File: config.mk
export PLATFORM = sky130hd
export DESIGN_NAME = mem_wb_stage_flat
export DESIGN_NICKNAME = d
export VERILOG_FILES = /design/src/rtl/mem_wb_stage_pkg.sv /design/src/rtl/mem_wb_stage_if.sv /design/src/rtl/mem_wb_stage_wb_load_align.sv /design/src/rtl/mem_wb_stage.sv /design/src/flat_wrapper.sv
export SDC_FILE = /design/constraint.sdc
export NUM_CORES = 1
export LEC_CHECK = 0
export CAP_MARGIN = 25
export CORE_ASPECT_RATIO = 0.9
export CORE_MARGIN = 5
export CORE_UTILIZATION = 40
export DETAILED_ROUTE_END_ITERATION = 16
export PLACE_DENSITY_LB_ADDON = 0.15
export SETUP_SLACK_MARGIN = 0.1
export SLEW_MARGIN = 20
export SYNTH_ARGS = -nofsm -noshare
export SYNTH_HDL_FRONTEND = slang
export SYNTH_SLANG_ARGS = --single-unit
export TNS_END_PERCENT = 50
File: constraint.sdc
create_clock -name clk -period 7.8 [get_ports clk]
set_clock_uncertainty 0.15 [all_clocks]
set_input_delay 2.34 -clock clk [delete_from_list [all_inputs] [get_ports clk]]
set_output_delay 2.34 -clock clk [all_outputs]
set_load 0.02 [all_outputs]
File: src/rtl/mem_wb_stage_pkg.sv
// Shared constants for the MEM/WB write-back stage: default widths,
// write-back source select encodings and load funct3 encodings.
package mem_wb_stage_pkg;

   localparam int XLEN_DEF       = 32;
   localparam int REG_ADDR_W_DEF = 5;

   typedef enum logic [1:0] {
      WB_ALU = 2'd0,
      WB_RAM = 2'd1,
      WB_PC4 = 2'd2,
      WB_IMM = 2'd3
   } wb_sel_e;

   localparam logic [2:0] F3_LB  = 3'b000;
   localparam logic [2:0] F3_LH  = 3'b001;
   localparam logic [2:0] F3_LW  = 3'b010;
   localparam logic [2:0] F3_LBU = 3'b100;
   localparam logic [2:0] F3_LHU = 3'b101;

endpackage

File: src/rtl/mem_wb_stage_if.sv
// Handshake and data bundle between EX_MEM, the MEM/WB stage and the
// register file. The stage itself connects through the slave modport.
interface mem_wb_stage_if #(
   parameter int XLEN       = 32,
   parameter int REG_ADDR_W = 5
);
   logic                  validIn;
   logic                  readyOut;
   logic [1:0]            wbSelIn;
   logic [XLEN-1:0]       dataFromALU;
   logic [XLEN-1:0]       dataFromRam;
   logic [XLEN-1:0]       pcPlus4In;
   logic [XLEN-1:0]       immIn;
   logic [2:0]            loadFunct3In;
   logic [1:0]            byteOffsetIn;
   logic                  writeEnableIn;
   logic [REG_ADDR_W-1:0] writeBackAddrIn;
   logic                  flushIn;
   logic                  readyIn;
   logic                  validOut;
   logic                  writeEnableOut;
   logic [REG_ADDR_W-1:0] writeBackAddrOut;
   logic [XLEN-1:0]       dataToReg;

   modport master (
      output validIn, wbSelIn, dataFromALU, dataFromRam, pcPlus4In, immIn,
             loadFunct3In, byteOffsetIn, writeEnableIn, writeBackAddrIn,
             flushIn, readyIn,
      input  readyOut, validOut, writeEnableOut, writeBackAddrOut, dataToReg
   );

   modport slave (
      input  validIn, wbSelIn, dataFromALU, dataFromRam, pcPlus4In, immIn,
             loadFunct3In, byteOffsetIn, writeEnableIn, writeBackAddrIn,
             flushIn, readyIn,
      output readyOut, validOut, writeEnableOut, writeBackAddrOut, dataToReg
   );
endinterface

File: src/rtl/mem_wb_stage_wb_load_align.sv
// Combinational load extraction: picks the byte/halfword addressed by the
// low address bits and sign- or zero-extends it according to funct3.
module wb_load_align
   import mem_wb_stage_pkg::*;
#(
   parameter int XLEN = XLEN_DEF
) (
   input  logic [XLEN-1:0] word,
   input  logic [2:0]      funct3,
   input  logic [1:0]      offset,
   output logic [XLEN-1:0] data
);

   logic [XLEN-1:0] byte_sh;
   logic [XLEN-1:0] half_sh;

   // Halfwords only shift by 0 or 16: odd offsets round down.
   assign byte_sh = word >> {offset, 3'b000};
   assign half_sh = word >> {offset[1], 4'b0000};

   always_comb begin
      data = word;
      case (funct3)
         F3_LB:   data = {{(XLEN-8){byte_sh[7]}}, byte_sh[7:0]};
         F3_LBU:  data = {{(XLEN-8){1'b0}}, byte_sh[7:0]};
         F3_LH:   data = {{(XLEN-16){half_sh[15]}}, half_sh[15:0]};
         F3_LHU:  data = {{(XLEN-16){1'b0}}, half_sh[15:0]};
         default: data = word;
      endcase
   end

endmodule

File: src/rtl/mem_wb_stage.sv
// MEM/WB pipeline stage: one main register plus one skid entry with a
// registered readyOut. Load byte/half extraction is built when WB_LOAD_EXT_EN is defined.
module mem_wb_stage
   import mem_wb_stage_pkg::*;
#(
   parameter int XLEN       = XLEN_DEF,
   parameter int REG_ADDR_W = REG_ADDR_W_DEF
) (
   input logic           clk,
   input logic           resetIn,
   mem_wb_stage_if.slave bus
);

   logic [XLEN-1:0]       ram_val_p0;
   logic [XLEN-1:0]       wb_data_p0;
   logic                  we_p0;
   logic                  accept_p0;

   logic                  vld_p1;
   logic                  we_p1;
   logic [REG_ADDR_W-1:0] addr_p1;
   logic [XLEN-1:0]       data_p1;

   logic                  vld_sk;
   logic                  we_sk;
   logic [REG_ADDR_W-1:0] addr_sk;
   logic [XLEN-1:0]       data_sk;

   logic                  rdy_q;
   logic                  drain;
   logic                  main_free;
   logic                  load_skid;

`ifdef WB_LOAD_EXT_EN
   wb_load_align #(.XLEN(XLEN)) u_load_align (
      .word   (bus.dataFromRam),
      .funct3 (bus.loadFunct3In),
      .offset (bus.byteOffsetIn),
      .data   (ram_val_p0)
   );
`else
   logic unused_ld_ctrl;
   assign unused_ld_ctrl = ^{bus.loadFunct3In, bus.byteOffsetIn};
   assign ram_val_p0     = bus.dataFromRam;
`endif

   // Stage p0: resolve the write-back value and x0 suppression at input time
   always_comb begin
      wb_data_p0 = bus.dataFromALU;
      case (bus.wbSelIn)
         WB_ALU:  wb_data_p0 = bus.dataFromALU;
         WB_RAM:  wb_data_p0 = ram_val_p0;
         WB_PC4:  wb_data_p0 = bus.pcPlus4In;
         WB_IMM:  wb_data_p0 = bus.immIn;
         default: wb_data_p0 = bus.dataFromALU;
      endcase
   end

   assign we_p0     = bus.writeEnableIn && (bus.writeBackAddrIn != '0);
   assign accept_p0 = bus.validIn && rdy_q && !bus.flushIn;
   assign drain     = vld_p1 && bus.readyIn;
   assign main_free = !vld_p1 || drain;
   assign load_skid = accept_p0 && !main_free;

   // Stage p1: main register and skid control
   always_ff @(posedge clk) begin
      if (resetIn) begin
         vld_p1  <= 1'b0;
         we_p1   <= 1'b0;
         addr_p1 <= '0;
         data_p1 <= '0;
         vld_sk  <= 1'b0;
         rdy_q   <= 1'b1;
      end else if (bus.flushIn) begin
         vld_p1 <= 1'b0;
         vld_sk <= 1'b0;
         rdy_q  <= 1'b1;
      end else if (main_free) begin
         // readyOut low means skid is full, so accept and skid refill never coincide
         if (vld_sk) begin
            vld_p1  <= 1'b1;
            we_p1   <= we_sk;
            addr_p1 <= addr_sk;
            data_p1 <= data_sk;
            vld_sk  <= 1'b0;
            rdy_q   <= 1'b1;
         end else begin
            vld_p1 <= accept_p0;
            if (accept_p0) begin
               we_p1   <= we_p0;
               addr_p1 <= bus.writeBackAddrIn;
               data_p1 <= wb_data_p0;
            end
         end
      end else if (accept_p0) begin
         vld_sk <= 1'b1;
         rdy_q  <= 1'b0;
      end
   end

   always_ff @(posedge clk) begin
      if (load_skid) begin
         we_sk   <= we_p0;
         addr_sk <= bus.writeBackAddrIn;
         data_sk <= wb_data_p0;
      end
   end

   assign bus.readyOut         = rdy_q;
   assign bus.validOut         = vld_p1;
   assign bus.writeEnableOut   = vld_p1 && we_p1;
   assign bus.writeBackAddrOut = addr_p1;
   assign bus.dataToReg        = data_p1;

endmodule

File: src/flat_wrapper.sv
// flat-port wrapper written by rule: the top's interface ports become plain ports
module mem_wb_stage_flat import mem_wb_stage_pkg::*;
#(
   parameter int XLEN       = XLEN_DEF,
   parameter int REG_ADDR_W = REG_ADDR_W_DEF
)
  (clk, resetIn, bus_validIn, bus_wbSelIn, bus_dataFromALU, bus_dataFromRam, bus_pcPlus4In, bus_immIn, bus_loadFunct3In, bus_byteOffsetIn, bus_writeEnableIn, bus_writeBackAddrIn, bus_flushIn, bus_readyIn, bus_readyOut, bus_validOut, bus_writeEnableOut, bus_writeBackAddrOut, bus_dataToReg);
  mem_wb_stage_if #(.XLEN(XLEN), .REG_ADDR_W(REG_ADDR_W)) bus_i ();
  input logic clk;
  input logic resetIn;
  input wire logic [$bits(bus_i.validIn)-1:0] bus_validIn;
  input wire logic [$bits(bus_i.wbSelIn)-1:0] bus_wbSelIn;
  input wire logic [$bits(bus_i.dataFromALU)-1:0] bus_dataFromALU;
  input wire logic [$bits(bus_i.dataFromRam)-1:0] bus_dataFromRam;
  input wire logic [$bits(bus_i.pcPlus4In)-1:0] bus_pcPlus4In;
  input wire logic [$bits(bus_i.immIn)-1:0] bus_immIn;
  input wire logic [$bits(bus_i.loadFunct3In)-1:0] bus_loadFunct3In;
  input wire logic [$bits(bus_i.byteOffsetIn)-1:0] bus_byteOffsetIn;
  input wire logic [$bits(bus_i.writeEnableIn)-1:0] bus_writeEnableIn;
  input wire logic [$bits(bus_i.writeBackAddrIn)-1:0] bus_writeBackAddrIn;
  input wire logic [$bits(bus_i.flushIn)-1:0] bus_flushIn;
  input wire logic [$bits(bus_i.readyIn)-1:0] bus_readyIn;
  output wire logic [$bits(bus_i.readyOut)-1:0] bus_readyOut;
  output wire logic [$bits(bus_i.validOut)-1:0] bus_validOut;
  output wire logic [$bits(bus_i.writeEnableOut)-1:0] bus_writeEnableOut;
  output wire logic [$bits(bus_i.writeBackAddrOut)-1:0] bus_writeBackAddrOut;
  output wire logic [$bits(bus_i.dataToReg)-1:0] bus_dataToReg;
  assign bus_i.validIn = bus_validIn;
  assign bus_i.wbSelIn = bus_wbSelIn;
  assign bus_i.dataFromALU = bus_dataFromALU;
  assign bus_i.dataFromRam = bus_dataFromRam;
  assign bus_i.pcPlus4In = bus_pcPlus4In;
  assign bus_i.immIn = bus_immIn;
  assign bus_i.loadFunct3In = bus_loadFunct3In;
  assign bus_i.byteOffsetIn = bus_byteOffsetIn;
  assign bus_i.writeEnableIn = bus_writeEnableIn;
  assign bus_i.writeBackAddrIn = bus_writeBackAddrIn;
  assign bus_i.flushIn = bus_flushIn;
  assign bus_i.readyIn = bus_readyIn;
  assign bus_readyOut = bus_i.readyOut;
  assign bus_validOut = bus_i.validOut;
  assign bus_writeEnableOut = bus_i.writeEnableOut;
  assign bus_writeBackAddrOut = bus_i.writeBackAddrOut;
  assign bus_dataToReg = bus_i.dataToReg;
  mem_wb_stage #(.XLEN(XLEN), .REG_ADDR_W(REG_ADDR_W)) u_core (.clk(clk), .resetIn(resetIn), .bus(bus_i));
endmodule
==> impl_metrics.toml, run 1 <==
[placement]
placement.io_buffers = 180
place_hpwl_um = 7880
finalWeightedCongestion = 0.705
dp.cells = 554

[floorplanning]
die_w_um = 114
core.rowCount = 34
start_util_pct = 40.6
io_pins = 186
dieHeight_um = 104
die_area_um2 = 11800
core_area_um2 = 9610

[route]
drc = 0
drt_pass1_iterations = 4
drt-total-wl_um = 11200
vias = 3150
wire_per_inst_um = 19.6
drtIter0Drc = 234
vias_per_cell = 5.53
drtAntennaViolNets = 0

[clock_tree]
clk_path_buf_depth = 2
cts_tree = "built"
post_cts_buffers = 0
cts-hold-fix-buffers = 0
clock-sinks = 79
insertion_delay_ns = 0.36
h-tree-depth = 3
clockRootBuffer = "clkbuf_8"
clk_pin_slew_ns = 0.08
cts_resized = 0
numCtsBuffers = 9

[critical_path]
path_class = "input port to flip-flop"
cp_max_fo = 39
crit_path_end_kind = "flip-flop"
critPathRequiredTime_ns = 7.63
start_kind = "input port"
worstPathArrival_ns = 4.22

[hold_path]
hold_path_class = "flip-flop to flip-flop"

[layout]
nets = 585
fillers = 801
final_cells = 570
area_delta_synth_final_pct = 51.2
drive_above_1_share_pct = 12.8
n_antenna_cell = 0

[global_routing]
track_usage_pct = 18.6
grt_max_degree = 42
grt_antenna_before_repair = 0
grt_pass1_wl_um = 17200
grt_overflow_total = 0
first_global_vias = 3353

[sta]
rsz0062_at_grt = "no"
finalCriticalPeriod_ns = 4.38
setup_viol = 0
min_period_over_period_pct = 56.2
fmax_mhz = 228
slew_headroom_pct = 37.3
hold_viol = 0
fin_tns_setup_ns = 0
slew_viol_final = 0
worst_pin_slew_ns = 0.940

[logic_synthesis]
yosys.area_share.adder_pct = 0
synth_xor_area_share_pct = 0
seq_area_frac_synth_pct = 50.3
synth_compound_area_share_pct = 14.5
synthesis.nets = 421
synthesis.area_um2 = 3900
yosys-mux-area-fraction_pct = 28.2
synth_top_family_by_area = "multiplexers"
ys_ff_latch = 79
synth_cells = 275
avgSynthCellArea_um2 = 14.2
yosys.area_share.simple_pct = 1.64
ys_warn_count = 0
synthDistinctLibCells = 27

[status]
status = "completed"

[flow_run]
maxCapViolations = 0

[power]
leakage_uw = 0.00190
ir_drop_uv = 80.6
power_density_nw_per_um2 = 165
[power by group]
part           internal, µW  leakage, µW  switching (µW)
Sequential              453     0.000681            8.50
Combinational           131      0.00113            86.6
Clock                   145    0.0000924             147
Total                   729      0.00190             243
[flip-flops by register name (all words and copies together) (netlist names)]
name and cells:
u_core.bus.dataToReg 32, u_core.data_sk 32, u_core.addr_sk 5, u_core.bus.writeBackAddrOut 5, u_core.bus.readyOut 1, u_core.bus.validOut 1
u_core.vld_sk 1, u_core.we_p1 1, u_core.we_sk 1
[metrics by stage]
step | hold slack, ns | setup WS (ns) | utilization (%) | instance area, µm² | total power [µW]
global route | 0.416 | 3.33 | 61.3 | 5890 | 1010
global placement | 0.381 | 3.03 | 59.1 | 5680 | 683
finish | 0.399 | 3.42 | 61.3 | 5890 | 972
floorplan | 0.363 | 3.38 | - | 3900 | 574
CTS | 0.398 | 3.43 | 61.3 | 5890 | 984
detailed placement | 0.385 | 3.04 | 59.3 | 5710 | 690
[cell type report]
class	count	area (µm²)	area share (%)
Clock inverter	7	63.8	1.08
Sequential cell	79	1960	33.3
Inverter	1	3.75	0.0637
Clock buffer	9	124	2.10
Timing Repair Buffer	185	1840	31.2
Tap cell	126	158	2.68
Multi-Input combinational cell	163	1740	29.6
[Yosys cell counts, drive strengths merged]
cell    count  area (µm²)
mux2i      37         370
or4         1        7.51
a21o        1        7.51
a311oi      1        8.76
and3        2        12.5
nand2       1        3.75
nor2b       2        12.5
buf        16         144
nor3        1        5.00
dfxtp      41         821
clkbuf     16        60.1
mux4       32         728
edfxtp     38        1140
a21boi      1        7.51
a31oi      38         238
a21oi       2        10.0
and2        2        12.5
nor2        1        3.75
inv         1        3.75
a211oi     37         278
nand2b      1        6.26
o21ai       2        10.0
o21a        1        7.51
[metal layers]
layer	GRT usage (%)	wire length, µm	up-vias
met2	31.4	5610	139
met5	0	0	-
li1	-	-	1467
met4	5.00	129	0
met3	7.46	988	12
met1	21.8	4430	1532
[worst max-delay path, cell delays in order]
cell	delay, ns
clkdlybuf4s50_1	0.48
inv_1	0.08
buf_4	0.39
and3_2	0.91
[cell families after synthesis]
kind of cell / after synthesis
muxes: 69
AOI/OAI and AO/OA: 83
DFF: 79
buffers and inverters: 33
and+or+nand+nor: 11
[layout by cell type (no fill, tap or decap), types with 2 or more instances in the layout]
cell type	netlist	layout
o21ai_0	2	2
dfxtp_1	41	40
nor2b_1	2	2
clkinvlp_4	0	2
mux4_2	30	30
a211oi_1	37	37
edfxtp_1	38	38
buf_2	7	3
a21oi_1	2	2
clkdlybuf4s50_1	0	177
mux2i_1	37	37
clkinv_2	0	3
a31oi_1	38	38
mux4_1	2	2
and2_1	2	2
buf_4	5	4
clkbuf_8	0	9
[worst paths after layout]
| kind | cells after the start | start | slack (ns) | endpoint |
|---|---|---|---|---|
| worst min-delay path | 2 | u_core.bus.dataToReg[23] | 0.40 | u_core.bus.dataToReg[23] |
| worst max-delay path | 4 | bus_flushIn | 3.42 | u_core.data_sk[11] |
| worst min register to register | 2 | u_core.bus.dataToReg[23] | 0.40 | u_core.bus.dataToReg[23] |
| worst max register to register | 5 | u_core.vld_sk | 5.21 | u_core.we_p1 |
No activity file was read; power rests on OpenSTA's default activity.
==> run 2, diff against run 1 <==
CORE_UTILIZATION = 37   (was 40)
clock period = 3.85 ns   (was 7.8 ns; I/O delays follow)
==> impl_metrics.toml, run 2 (synthesis gave the netlist of run 1 again) <==
[floorplanning]
io_pins = 186
start_util_pct = 37.9
core_area_um2 = 10300
die_w_um = 118
die_area_um2 = 12700
dieHeight_um = 107
core.rowCount = 35

[layout]
mostFrequentLayoutCells = "clkdlybuf4s50_1, dfxtp_1, a31oi_1, edfxtp_1"
utilization_pct = 58.8
nets = 591
final_common_cell = "clkdlybuf4s50_1"
multiInputGateArea_um2 = 1740
drive_above_1_share_pct = 13.6
n_antenna_cell = 0
fillers = 845
seqCellArea_um2 = 1960
area_delta_synth_final_pct = 55.3

[global_routing]
grt_pass1_wl_um = 17600
grt_max_degree = 40
first_global_vias = 3512
track_usage_pct = 17.3
grt_antenna_before_repair = 0
grt_overflow_total = 0

[clock_tree]
post_cts_buffers = 0
cts_tree = "built"
insertion_delay_ns = 0.33
clk_path_buf_depth = 2
numCtsBuffers = 9
clockRootBuffer = "clkbuf_16"
h-tree-depth = 3
cts-hold-fix-buffers = 0
clk_pin_slew_ns = 0.06
clock-sinks = 79
cts_resized = 0

[route]
met1_length_um = 4490
drtIter0Drc = 213
vias_per_cell = 5.49
drt-total-wl_um = 11000
drt_pass1_iterations = 4
vias = 3181
wire_per_inst_um = 19.1
route.met2.wl_um = 5500
wl_met3_um = 911
drc = 0
highest_layer = "met4"
drtAntennaViolNets = 0

[critical_path]
worstPathArrival_ns = 2.76
path_cells = "clkdlybuf4s50_1 -> nor2b_1 -> and2_1 -> and3_2 -> buf_12"
critPathTopFamily = "simple AND/OR/NAND/NOR gates"
critPathBufInv = 2
cpPeakStageDelay_ns = 0.47
reg2reg_depth = 4
start_kind = "input port"
path_depth = 5
critPathRequiredTime_ns = 3.73
slowest_stage = "and3_2"
path_class = "input port to flip-flop"
crit_path_end_kind = "flip-flop"
cp_max_fo = 24

[sta]
min_period_over_period_pct = 74.7
slew_viol_final = 0
fin_hold_ws_ns = 0.394
worst_pin_slew_ns = 0.819
hold_viol = 0
fin_tns_setup_ns = 0
finalCriticalPeriod_ns = 2.88
rsz0062_at_grt = "no"
fmax_mhz = 348
setup_viol = 0
slew_headroom_pct = 45.4

[power]
total_power_uw = 2210
power_density_nw_per_um2 = 365
ir_drop_uv = 262
leakage_uw = 0.00197

[placement]
finalWeightedCongestion = 0.729
placement.io_buffers = 180
place_hpwl_um = 8000

[hold_path]
worstHoldPathCells = 2
hold_path_class = "flip-flop to flip-flop"

[status]
status = "completed"

[flow_run]
maxCapViolations = 0
==> run 2: cell types whose count changed in the layout (fill, tap and decap cells not counted), sizes merged <==
cell / change
buf: +5
clkbuf: +1
clkinv: -2
clkdlybuf4s50: +1
clkinvlp: +1
==> run 2: area by class of cell <==
class | instances | area share, %
clock buffers | 10 | 3.78
clock inverters | 6 | 1.01
inverters | 1 | 0.0620
multi-input cells | 163 | 28.7
flip-flops and latches | 79 | 32.4
well taps | 129 | 2.67
repair buffers | 191 | 31.4
==> run 2: path summary, 6_finish.rpt <==
path / startpoint / to / slack (ns)
setup / recovery: bus_readyIn / u_core.data_sk[27] / 0.97
hold / removal: u_core.bus.dataToReg[21] / u_core.bus.dataToReg[21] / 0.39
setup reg to reg: u_core.bus.validOut / u_core.data_sk[27] / 1.82
hold reg to reg: u_core.bus.dataToReg[21] / u_core.bus.dataToReg[21] / 0.39
==> run 2: tightest hold or removal path, cell delays in order (launching register included) <==
cell,delay [ns]
dfxtp_1,0.31
a31oi_1,0.13
a211oi_1,0.06
==> run 2: routing by layer <==
metal / up-vias / GRT usage [%]
met4: 0 / 5.65
met2: 142 / 30.3
li1: 1484 / -
met3: 14 / 5.89
met5: - / 0
met1: 1541 / 20.0
==> run 2: through the flow <==
step                cells  setup WS (ns)  instance area [µm²]
floorplan             275          0.612                 3900
global placement      563          0.649                 5770
detailed placement    563          0.637                 5770
CTS                   579          0.975                 6060
global route          579          0.892                 6060
finish                579          0.973                 6060
==> run 2: power by group <==
part | switching, µW | internal [µW] | leakage [µW]
Clock | 332 | 499 | 0.000132
Combinational | 174 | 269 | 0.00116
Sequential | 17.2 | 919 | 0.000681
==> run 3, diff against run 2 <==
clock period = 2.6 ns   (was 3.85 ns; I/O delays follow)
==> impl_metrics.toml, run 3 (synthesis gave the netlist of run 1 again) <==
[route]
drtIter0Drc = 110
drtAntennaViolNets = 0
vias = 3195
vias_per_cell = 5.51
wire_per_inst_um = 18.8
drt-total-wl_um = 10900
drt_pass1_iterations = 4
drc = 0

[power]
leakage_uw = 0.00204
total_power_uw = 3550
power_density_nw_per_um2 = 572
ir_drop_uv = 350

[sta]
finalCriticalPeriod_ns = 2.40
fmax_mhz = 416
setup_viol = 0
fin_tns_setup_ns = 0
min_period_over_period_pct = 92.4
rsz0062_at_grt = "no"
setup_ws_ns = 0.199
worst_pin_slew_ns = 0.555
hold_viol = 0
slew_headroom_pct = 63.0
slew_viol_final = 0

[global_routing]
grt_overflow_total = 0
grt_max_degree = 41
track_usage_pct = 16.7
grt_antenna_before_repair = 0
first_global_vias = 3397
grt_pass1_wl_um = 17100

[clock_tree]
clk_pin_slew_ns = 0.06
numCtsBuffers = 9
cts_tree = "built"
clockRootBuffer = "clkbuf_16"
clock-sinks = 79
clk_path_buf_depth = 2
post_cts_buffers = 0
cts_resized = 0
h-tree-depth = 3
cts-hold-fix-buffers = 0
insertion_delay_ns = 0.32

[layout]
n_antenna_cell = 0
fillers = 845
mostFrequentLayoutCells = "clkdlybuf4s50_1, dfxtp_1, a31oi_1, edfxtp_1"
area_delta_synth_final_pct = 59.1
utilization_pct = 60.3
final_common_cell = "clkdlybuf4s50_1"
drive_above_1_share_pct = 13.5
nets = 592

[floorplanning]
die_w_um = 118
core.rowCount = 35
io_pins = 186
start_util_pct = 37.9
die_area_um2 = 12700
core_area_um2 = 10300
dieHeight_um = 107

[flow_run]
maxCapViolations = 0

[critical_path]
critPathTopFamily = "buffers and inverters"
crit_path_end_kind = "primary output"
start_kind = "flip-flop"
path_cells = "and2_1 -> clkdlybuf4s50_1"
r2r_slack_ns = 0.90
slowest_stage = "clkdlybuf4s50_1"
timing.rr.end = "u_core.bus.writeBackAddrOut[2]"
cpPeakStageDelay_ns = 0.60
cp_max_fo = 4
critPathBufInv = 1
path_class = "flip-flop to primary output"
setup.worst_path.start = "u_core.bus.validOut"
worstPathArrival_ns = 1.47
reg2reg_from = "u_core.vld_sk"
critPathRequiredTime_ns = 1.67
reg2reg_depth = 4

[status]
status = "completed"

[hold_path]
hold_path_end = "u_core.bus.dataToReg[17]"
hold_path_class = "flip-flop to flip-flop"
worstHoldPathCells = 2
min_from = "u_core.bus.dataToReg[17]"

[placement]
place_hpwl_um = 7780
placement.io_buffers = 180
place_ws_ns = 0.121
finalWeightedCongestion = 0.748
## run 3: cell types whose count changed in the layout (fill, tap and decap cells not counted), sizes merged
cell	before	now
clkbuf	10	12
bufinv	1	4
clkinvlp	3	0
clkinv	2	0
buf	13	14
## run 3: power breakdown
part           switching, µW  internal (µW)  total, µW  leakage (µW)
clock                    460           1040       1500      0.000171
combinational            260            407        667       0.00119
sequential              23.7           1360       1380      0.000681
## run 3: layout make-up
type / instances / area [µm²] / share of cell area (%)
inverters: 1 / 3.75 / 0.0605
flip-flops and latches: 79 / 1960 / 31.6
repair buffers: 192 / 1980 / 31.9
multi-input cells: 163 / 1740 / 28.0
clock inverters: 4 / 120 / 1.94
well taps: 129 / 161 / 2.60
clock buffers: 12 / 236 / 3.81
## run 3: metal layers
layer | vias to the layer above | global-route usage (%) | share of wire, %
met2 | 129 | 30.4 | 52
met4 | 0 | 5.16 | 1.2
li1 | 1487 | - | -
met1 | 1568 | 18.7 | 39
met3 | 11 | 5.41 | 6.9
met5 | - | 0 | 0
## run 3: worst reg2reg max path: stages, from the launching register on
cell      delay (ns)
dfxtp_2         0.68
a21o_1          0.19
buf_12          0.23
a31oi_1         0.13
a211oi_1        0.24
## run 3: worst max path at each step
stage                         endpoint  cells after the start  slack (ns)
floorplan            u_core.addr_sk[0]                      4        0.14
global placement     u_core.data_sk[4]                      5        0.14
detailed placement   u_core.data_sk[4]                      5        0.12
CTS                 bus_writeEnableOut                      2        0.16
global route        bus_writeEnableOut                      2        0.13
finish              bus_writeEnableOut                      2        0.20
## run 3: per-stage QoR
step / hold slack [ns] / cells / instance area (µm²)
6_report: 0.393 / 580 / 6200
5_1_grt: 0.410 / 580 / 6200
4_1_cts: 0.395 / 580 / 6200
3_5_place_dp: 0.387 / 564 / 5850
3_3_place_gp: 0.378 / 564 / 5850
2_1_floorplan: 0.363 / 275 / 3900
